File: src/rtl/time_counter_if.sv
// Control and display bus of the BCD time-of-day counter.
// The master side drives the run level and the two raw set buttons.
interface time_counter_if;
  logic       run;
  logic       set_h;
  logic       set_m;
  logic [3:0] out_Hh;
  logic [3:0] out_Hl;
  logic [3:0] out_mh;
  logic [3:0] out_ml;
  logic [3:0] out_sh;
  logic [3:0] out_sl;
  logic       sec_pulse;
  logic       chime;

  modport master (
    output run, set_h, set_m,
    input  out_Hh, out_Hl, out_mh, out_ml, out_sh, out_sl, sec_pulse, chime
  );

  modport slave (
    input  run, set_h, set_m,
    output out_Hh, out_Hl, out_mh, out_ml, out_sh, out_sl, sec_pulse, chime
  );
endinterface

File: src/rtl/time_counter.sv
// 24-hour BCD time-of-day counter with a 1 s prescaler and hour/minute set buttons.
// Define HOURLY_CHIME_EN to build the top-of-hour chime pulse; otherwise chime is tied low.
module time_counter #(
  parameter int DIV = 50000000
) (
  input  logic          clk_1,
  input  logic          rst_n,
  time_counter_if.slave bus
);

  localparam int CW = (DIV > 1) ? $clog2(DIV) : 1;
  localparam logic [CW-1:0] PRE_LAST = CW'(DIV - 1);

  // Each time field is held as a packed BCD pair {tens, units}.
  logic [7:0]    hrs, mins, secs;
  logic [7:0]    hrs_next, mins_next, secs_next;
  logic [CW-1:0] pre_cnt;
  logic          tick;
  logic [1:0]    sync_h, sync_m;
  logic          prev_h, prev_m;
  logic          inc_h, inc_m;
  logic          accept;
  logic          sec_pulse_q;

  function automatic logic [7:0] inc_min_sec(input logic [7:0] v);
    if (v[3:0] != 4'd9)      return {v[7:4], v[3:0] + 4'd1};
    else if (v[7:4] != 4'd5) return {v[7:4] + 4'd1, 4'd0};
    else                     return 8'h00;
  endfunction

  function automatic logic [7:0] inc_hour(input logic [7:0] v);
    if (v == 8'h23)          return 8'h00;
    else if (v[3:0] == 4'd9) return {v[7:4] + 4'd1, 4'd0};
    else                     return {v[7:4], v[3:0] + 4'd1};
  endfunction

  assign tick = bus.run && (pre_cnt == PRE_LAST);

  // NOTE: sequential state uses non-blocking assignments so every register samples pre-edge values.
  always_ff @(posedge clk_1 or negedge rst_n) begin
    if (!rst_n) begin
      pre_cnt <= '0;
    end else if (!bus.run) begin
      pre_cnt <= '0;
    end else if (pre_cnt == PRE_LAST) begin
      pre_cnt <= '0;
    end else begin
      pre_cnt <= pre_cnt + 1'b1;
    end
  end

  // Buttons are asynchronous: two flops for metastability, a third for the rising-edge detect.
  always_ff @(posedge clk_1 or negedge rst_n) begin
    if (!rst_n) begin
      sync_h <= '0;
      sync_m <= '0;
      prev_h <= 1'b0;
      prev_m <= 1'b0;
    end else begin
      sync_h <= {sync_h[0], bus.set_h};
      sync_m <= {sync_m[0], bus.set_m};
      prev_h <= sync_h[1];
      prev_m <= sync_m[1];
    end
  end

  assign inc_h  = sync_h[1] & ~prev_h;
  assign inc_m  = sync_m[1] & ~prev_m;
  assign accept = tick & ~(inc_h | inc_m);

  // NOTE: every always_comb output gets its default first so no path can infer a latch.
  always_comb begin
    hrs_next  = hrs;
    mins_next = mins;
    secs_next = secs;
    if (accept) begin
      secs_next = inc_min_sec(secs);
      if (secs == 8'h59) begin
        mins_next = inc_min_sec(mins);
        if (mins == 8'h59) hrs_next = inc_hour(hrs);
      end
    end
    if (inc_m) begin
      mins_next = inc_min_sec(mins);
      secs_next = 8'h00;
    end
    if (inc_h) hrs_next = inc_hour(hrs);
  end

  always_ff @(posedge clk_1 or negedge rst_n) begin
    if (!rst_n) begin
      hrs         <= 8'h00;
      mins        <= 8'h00;
      secs        <= 8'h00;
      sec_pulse_q <= 1'b0;
    end else begin
      hrs         <= hrs_next;
      mins        <= mins_next;
      secs        <= secs_next;
      sec_pulse_q <= accept;
    end
  end

  assign bus.out_Hh    = hrs[7:4];
  assign bus.out_Hl    = hrs[3:0];
  assign bus.out_mh    = mins[7:4];
  assign bus.out_ml    = mins[3:0];
  assign bus.out_sh    = secs[7:4];
  assign bus.out_sl    = secs[3:0];
  assign bus.sec_pulse = sec_pulse_q;

`ifdef HOURLY_CHIME_EN
  logic chime_q;
  logic top_of_hour;

  // Only a counted tick can cross an hour boundary; set events suppress the tick.
  assign top_of_hour = accept && (secs == 8'h59) && (mins == 8'h59);

  always_ff @(posedge clk_1 or negedge rst_n) begin
    if (!rst_n) chime_q <= 1'b0;
    else        chime_q <= top_of_hour;
  end

  assign bus.chime = chime_q;
`else
  assign bus.chime = 1'b0;
`endif

endmodule

File: src/flat_wrapper.sv
// flat-port wrapper written by rule: the top's interface ports become plain ports
module time_counter_flat 
#(
  parameter int DIV = 50000000
)
  (clk_1, rst_n, bus_run, bus_set_h, bus_set_m, bus_out_Hh, bus_out_Hl, bus_out_mh, bus_out_ml, bus_out_sh, bus_out_sl, bus_sec_pulse, bus_chime);
  time_counter_if bus_i ();
  input  logic clk_1;
  input  logic rst_n;
  input wire logic [$bits(bus_i.run)-1:0] bus_run;
  input wire logic [$bits(bus_i.set_h)-1:0] bus_set_h;
  input wire logic [$bits(bus_i.set_m)-1:0] bus_set_m;
  output wire logic [$bits(bus_i.out_Hh)-1:0] bus_out_Hh;
  output wire logic [$bits(bus_i.out_Hl)-1:0] bus_out_Hl;
  output wire logic [$bits(bus_i.out_mh)-1:0] bus_out_mh;
  output wire logic [$bits(bus_i.out_ml)-1:0] bus_out_ml;
  output wire logic [$bits(bus_i.out_sh)-1:0] bus_out_sh;
  output wire logic [$bits(bus_i.out_sl)-1:0] bus_out_sl;
  output wire logic [$bits(bus_i.sec_pulse)-1:0] bus_sec_pulse;
  output wire logic [$bits(bus_i.chime)-1:0] bus_chime;
  assign bus_i.run = bus_run;
  assign bus_i.set_h = bus_set_h;
  assign bus_i.set_m = bus_set_m;
  assign bus_out_Hh = bus_i.out_Hh;
  assign bus_out_Hl = bus_i.out_Hl;
  assign bus_out_mh = bus_i.out_mh;
  assign bus_out_ml = bus_i.out_ml;
  assign bus_out_sh = bus_i.out_sh;
  assign bus_out_sl = bus_i.out_sl;
  assign bus_sec_pulse = bus_i.sec_pulse;
  assign bus_chime = bus_i.chime;
  time_counter #(.DIV(DIV)) u_core (.clk_1(clk_1), .rst_n(rst_n), .bus(bus_i));
endmodule
File: config.mk
export PLATFORM = sky130hd
export DESIGN_NAME = time_counter_flat
export DESIGN_NICKNAME = d
export VERILOG_FILES = /design/src/rtl/time_counter_if.sv /design/src/rtl/time_counter.sv /design/src/flat_wrapper.sv
export SDC_FILE = /design/constraint.sdc
export NUM_CORES = 1
export LEC_CHECK = 0
export ABC_AREA = 1
export CAP_MARGIN = 40
export CELL_PAD_IN_SITES_DETAIL_PLACEMENT = 1
export CELL_PAD_IN_SITES_GLOBAL_PLACEMENT = 1
export CORE_UTILIZATION = 46
export CTS_CLUSTER_SIZE = 30
export DETAILED_ROUTE_END_ITERATION = 10
export HOLD_SLACK_MARGIN = 0.08
export PLACE_DENSITY = 0.92
export SLEW_MARGIN = 25
export SYNTH_ARGS = -nofsm -noshare
export SYNTH_HDL_FRONTEND = slang
export SYNTH_SLANG_ARGS = --single-unit
File: constraint.sdc
create_clock -name clk_1 -period 3.3 [get_ports clk_1]
set_input_delay 0.99 -clock clk_1 [delete_from_list [all_inputs] [get_ports clk_1]]
set_output_delay 0.99 -clock clk_1 [all_outputs]
set_load 0.02 [all_outputs]
# Word level (Yosys, flattened, before mapping)
# Cells that the tools add are included.
# totals
ff_bits	57
latch_bits	0
ram_bits	0
mem_bits_ro	0
in_bits	5
output_inout_bits	26
wordCells	60
memories	0
# op_classes
n_addsub	7
mul	0
div_mod_pow	0
magnitude_cmp	0
n_eq_ne	10
shifts	0
mux	17
bitwise_logic	7
reduce_logical	9
# ops
cell	count
8-bit 2-to-1 mux	15
26-bit 2-to-1 mux	2
26-bit by 1-bit adder with 26-bit output, second input constant	1
26-bit equality test, second input constant	1
4-bit by 1-bit adder with 4-bit output, second input constant	6
8-bit by 7-bit equality test with 1-bit output, second input constant	2
2-bit nonzero test	5
8-bit by 6-bit equality test with 1-bit output, second input constant	1
4-bit by 3-bit inequality test with 1-bit output, second input constant	2
4-bit inequality test, second input constant	2
4-bit equality test, second input constant	1
2-bit AND reduction	2
1-bit AND	3
1-bit inverter	3
3-bit AND reduction	1
2-bit by 1-bit inequality test with 1-bit output, second input constant	1
1-bit logical AND	1
1-bit OR	1

# Longest topological paths before layout
# logic_depth
ltp_word	7
ltp_mapped	11
ltp_nobuf	11

# Worst setup path after synthesis
# No wires, ideal clock.
# synth_timing
path_kind	input-to-reg
from	input port bus_run
to	register u_core.mins[3]
setup_ps	124
arrival_ps	1773
t_required_ps	3176
setup_slack_ps	1403
stages	7
path_buffers	0
cell_sequence	inv_2 -> nor3_2 -> nand3_4 -> nand2_8 -> nand2_4 -> nand2_1 -> o21ai_2
# synth_between
elab_chain_cells	4
# synth_lines
element	line_no	source
from (decl)	flat_wrapper.sv:10	input wire logic [$bits(bus_i.run)-1:0] bus_run;
1-bit logical AND	time_counter.sv:37	assign tick = bus.run && (pre_cnt == PRE_LAST);
1-bit AND	time_counter.sv:69	assign accept = tick & ~(inc_h | inc_m);
2-bit nonzero test (no source line)	--	
2-bit AND reduction (no source line)	--	
to (signal assigned)	time_counter.sv:98	mins <= mins_next;
to (decl)	time_counter.sv:15	logic [7:0] hrs, mins, secs;
# Every way passes these cells.
# A chain may end at the register's enable or synchronous reset.

# Worst setup path in the final report
# layout_timing
from	register u_core.secs[0]
to	output port bus_out_sl[0]
# layout_rtl
element	line_no	source
from (decl)	time_counter.sv:15	
from (signal assigned)	time_counter.sv:99	secs <= secs_next;
to (decl)	flat_wrapper.sv:18	output wire logic [$bits(bus_i.out_sl)-1:0] bus_out_sl;
# No word-level cell between the ends.

==> results.py <==
metrics = {
    "run_status": {
        "status": "finished with violations",
        "violations": "DRC",
    },
    "routing": {
        "drtIter0Drc": 167,
        "num_vias": 2713,
        "avgRoutedWirePerCell_um": 16.87,
        "vias_per_cell": 5.426,
        "firstDrtPassIters": 7,
        "routed_wl_um": 8437,
        "post-route-drc-count": 2,
        "postRouteAntennaNets": 0,
    },
    "logic_synthesis": {
        "yosysTopAreaCell": "dfrtp_1",
        "synth_adder_area_share": 0.03622,
        "synth_top_family_by_area": "simple AND/OR/NAND/NOR gates",
        "ys_seq_elements": 57,
        "synth_top_area_frac": 0.4588,
        "syn_nets": 391,
        "synth_flop_cell": "dfrtp_1",
        "synth_xor_area_frac": 0.04789,
        "synthTopCellsByArea": "dfrtp_1 (46%), nand2_1 (11%), nor2_1 (7.2%)",
        "synthArstFlopShare": 1.000,
        "syn_area_per_cell_um2": 8.247,
        "synth_compound_area_frac": 0.07485,
        "yosysUniqueCellTypes": 33,
        "yosys-top-cells-count": "nand2_1 (89), nor2_1 (60), dfrtp_1 (57)",
        "yosysMostFrequentCell": "nand2_1",
        "synth-edff-count": 0,
        "synth-simple-area-share": 0.3324,
        "synthesis.area_um2": 3109,
        "synthMuxAreaShare": 0,
        "ys_warn_count": 0,
        "synth_cells": 377,
        "seq_area_frac_synth": 0.4588,
    },
    "cts": {
        "htreeDepth": 3,
        "cts_buffers": 9,
        "clock_latency_ns": 0.36,
        "cts_root_buffer": "clkbuf_8",
        "cts_sinks": 57,
        "cts_setup_buffers": 0,
        "ctsResizeCount": 0,
        "cts_tree": "yes",
        "clk_pin_slew_ns": 0.08,
        "hold_buffers": 0,
        "clockBufferDepth": 2,
    },
    "timing": {
        "min_period_over_period": 0.7690,
        "final-max-slew-violation-count": 0,
        "tightest_slew_ns": 0.6511,
        "fin_skew_ns": 0.01353,
        "setup_violations": 0,
        "rsz0062_at_grt": "no",
        "tns_ns": 0,
        "hold_viol_final": 0,
        "min_period_ns": 2.538,
        "max_freq_mhz": 394.1,
        "slew_headroom": 0.5659,
    },
    "placed_design": {
        "gp_congestion": 0.7985,
        "io_buffers": 29,
        "post-dp-hpwl_um": 5948,
    },
    "global_routing": {
        "grt_max_degree": 28,
        "grt_pass1_wl_um": 14410,
        "track_usage": 0.2632,
        "gr-total-overflow": 0,
        "grt_pass1_vias": 2937,
        "antenna_found_initial": 0,
    },
    "worst_setup_path": {
        "critPathTopFamily": "buffers and inverters",
        "path_buf_inv": 1,
        "worstPathArrival_ns": 1.55,
        "cp_cell_sequence": "clkdlybuf4s50_1",
        "slowest_stage": "clkdlybuf4s50_1",
        "worst_setup_path_end_kind": "output port",
        "crit_type": "register to output port",
        "crit_required_ns": 2.31,
        "critPathLaunchType": "register",
        "cp_max_fo": 6,
        "slowest_delay_ns": 0.68,
    },
    "floorplanning": {
        "initial_core_util": 0.4841,
        "die-area_um2": 7092,
        "die_h_um": 84.22,
        "core_area_um2": 6422,
        "rows": 29,
        "die_x_um": 84.22,
        "ios": 31,
    },
    "hold_path": {
        "hp-class": "register to register",
    },
    "pwr": {
        "p_leak_nw": 1.627,
        "powerDensity_nw_per_um2": 484.4,
        "peakVddDrop_uv": 358.0,
    },
    "run": {
        "maxCapViolCount": 0,
    },
    "finish": {
        "antenna-diode-count": 0,
        "fin_util": 0.5765,
        "layout.nets": 432,
        "syn2layout_area_growth_pct": 19.07,
        "nFillCells": 766,
        "drive_gt1_frac": 0.1324,
    },
}
==> kinds of logic (layout without fill, tap and decap cells) <==
kind of cell / Yosys count / after routing
buffers and inverters: 38 / 84
AOI/OAI and AO/OA: 38 / 38
DFF: 57 / 57
and+or+nand+nor: 217 / 217
adders and majority gates: 9 / 9
other: 1 / 1
xor gates and xnor gates: 17 / 17
==> worst paths after layout <==
kind | start | to | slack [ns] | cells after the start
min in group asynchronous | rst_n | u_core.sync_h[1]$_DFF_PN0_ | 0.66 | 1
worst max-delay path | u_core.secs[0]$_DFFE_PN0P_ | bus_out_sl[0] | 0.76 | 1
worst max register to register | u_core.secs[0]$_DFFE_PN0P_ | u_core.hrs[6]$_DFFE_PN0P_ | 1.27 | 8
worst min-delay path | u_core.sync_h[0]$_DFF_PN0_ | u_core.sync_h[1]$_DFF_PN0_ | 0.36 | 0
worst min register to register | u_core.sync_h[0]$_DFF_PN0_ | u_core.sync_h[1]$_DFF_PN0_ | 0.36 | 0
max in group asynchronous | rst_n | u_core.pre_cnt[16]$_DFF_PN0_ | 1.94 | 2
==> stage by stage <==
step	std cells	hold WS (ns)	power (mW)	setup slack [ns]	cell area [um2]
floorplan	377	0.3312	0.9854	1.403	3109
global placement	484	0.3335	1.107	0.8078	3498
detailed placement	484	0.3476	1.125	0.7264	3498
CTS	500	0.3648	1.805	0.7385	3702
global route	500	0.3768	1.876	0.7125	3702
finish	500	0.3641	1.793	0.7624	3702
==> cells in the final DEF, fill, tap and decap left out, types with 2 or more instances in the layout <==
| cell type | count |
|---|---|
| nand3_2 | 3 |
| clkdlybuf4s50_1 | 28 |
| clkbuf_8 | 9 |
| nor3_1 | 13 |
| o21ai_2 | 7 |
| ha_1 | 9 |
| nand4_1 | 11 |
| nand3_1 | 18 |
| dfrtp_1 | 57 |
| clkinv_4 | 4 |
| clkinvlp_4 | 2 |
| a21oi_1 | 13 |
| nor2_1 | 60 |
| nand2_4 | 6 |
| nand2_2 | 4 |
| o21ai_0 | 6 |
| inv_2 | 3 |
| nand2_1 | 89 |
| a31oi_1 | 3 |
| xor2_1 | 9 |
| nor2_2 | 4 |
| xnor2_1 | 8 |
| nor2_4 | 3 |
| inv_1 | 33 |
| o21ai_1 | 6 |
| buf_4 | 2 |
==> metal layers <==
layer,global-route usage,wire length [um],share of wire,vias up
met5,0,0,0,-
met4,0.1285,265,0.031,0
met3,0.05703,249,0.030,28
met2,0.4463,4224,0.50,50
met1,0.3194,3697,0.44,1337
li1,-,-,-,1298
==> sequential cells by signal, indices dropped and copies added, names as in the netlist <==
| name | cells |
|---|---|
| u_core.sync_h | 2 |
| u_core.prev_h | 1 |
| u_core.hrs | 8 |
| u_core.pre_cnt | 26 |
| u_core.sync_m | 2 |
| u_core.secs | 8 |
| u_core.bus.sec_pulse | 1 |
| u_core.prev_m | 1 |
| u_core.mins | 8 |
==> cell type report <==
class | instances | area (um2) | share of cell area
flip-flops and latches | 57 | 1426 | 0.3853
clock inverters | 7 | 80.08 | 0.02163
multi-input cells | 282 | 1531 | 0.4137
well taps | 77 | 96.34 | 0.02602
repair buffers | 31 | 300.3 | 0.08111
clock buffers | 9 | 123.9 | 0.03346
inverters | 37 | 143.9 | 0.03886
==> worst register-to-register path: stages, from the launching register on <==
cell     delay, ns
dfrtp_1       0.51
ha_1          0.20
nand2_1       0.06
nor2_1        0.19
nand2_1       0.18
o21ai_1       0.42
nand3_2       0.19
nand2_1       0.11
nand2_1       0.06
==> report_power, final <==
group | total (mW) | switching (mW) | internal (mW)
Sequential | 0.801 | 0.0605 | 0.741
Combinational | 0.314 | 0.184 | 0.130
Clock | 0.678 | 0.324 | 0.354
Power figures use the tool's default switching activity.
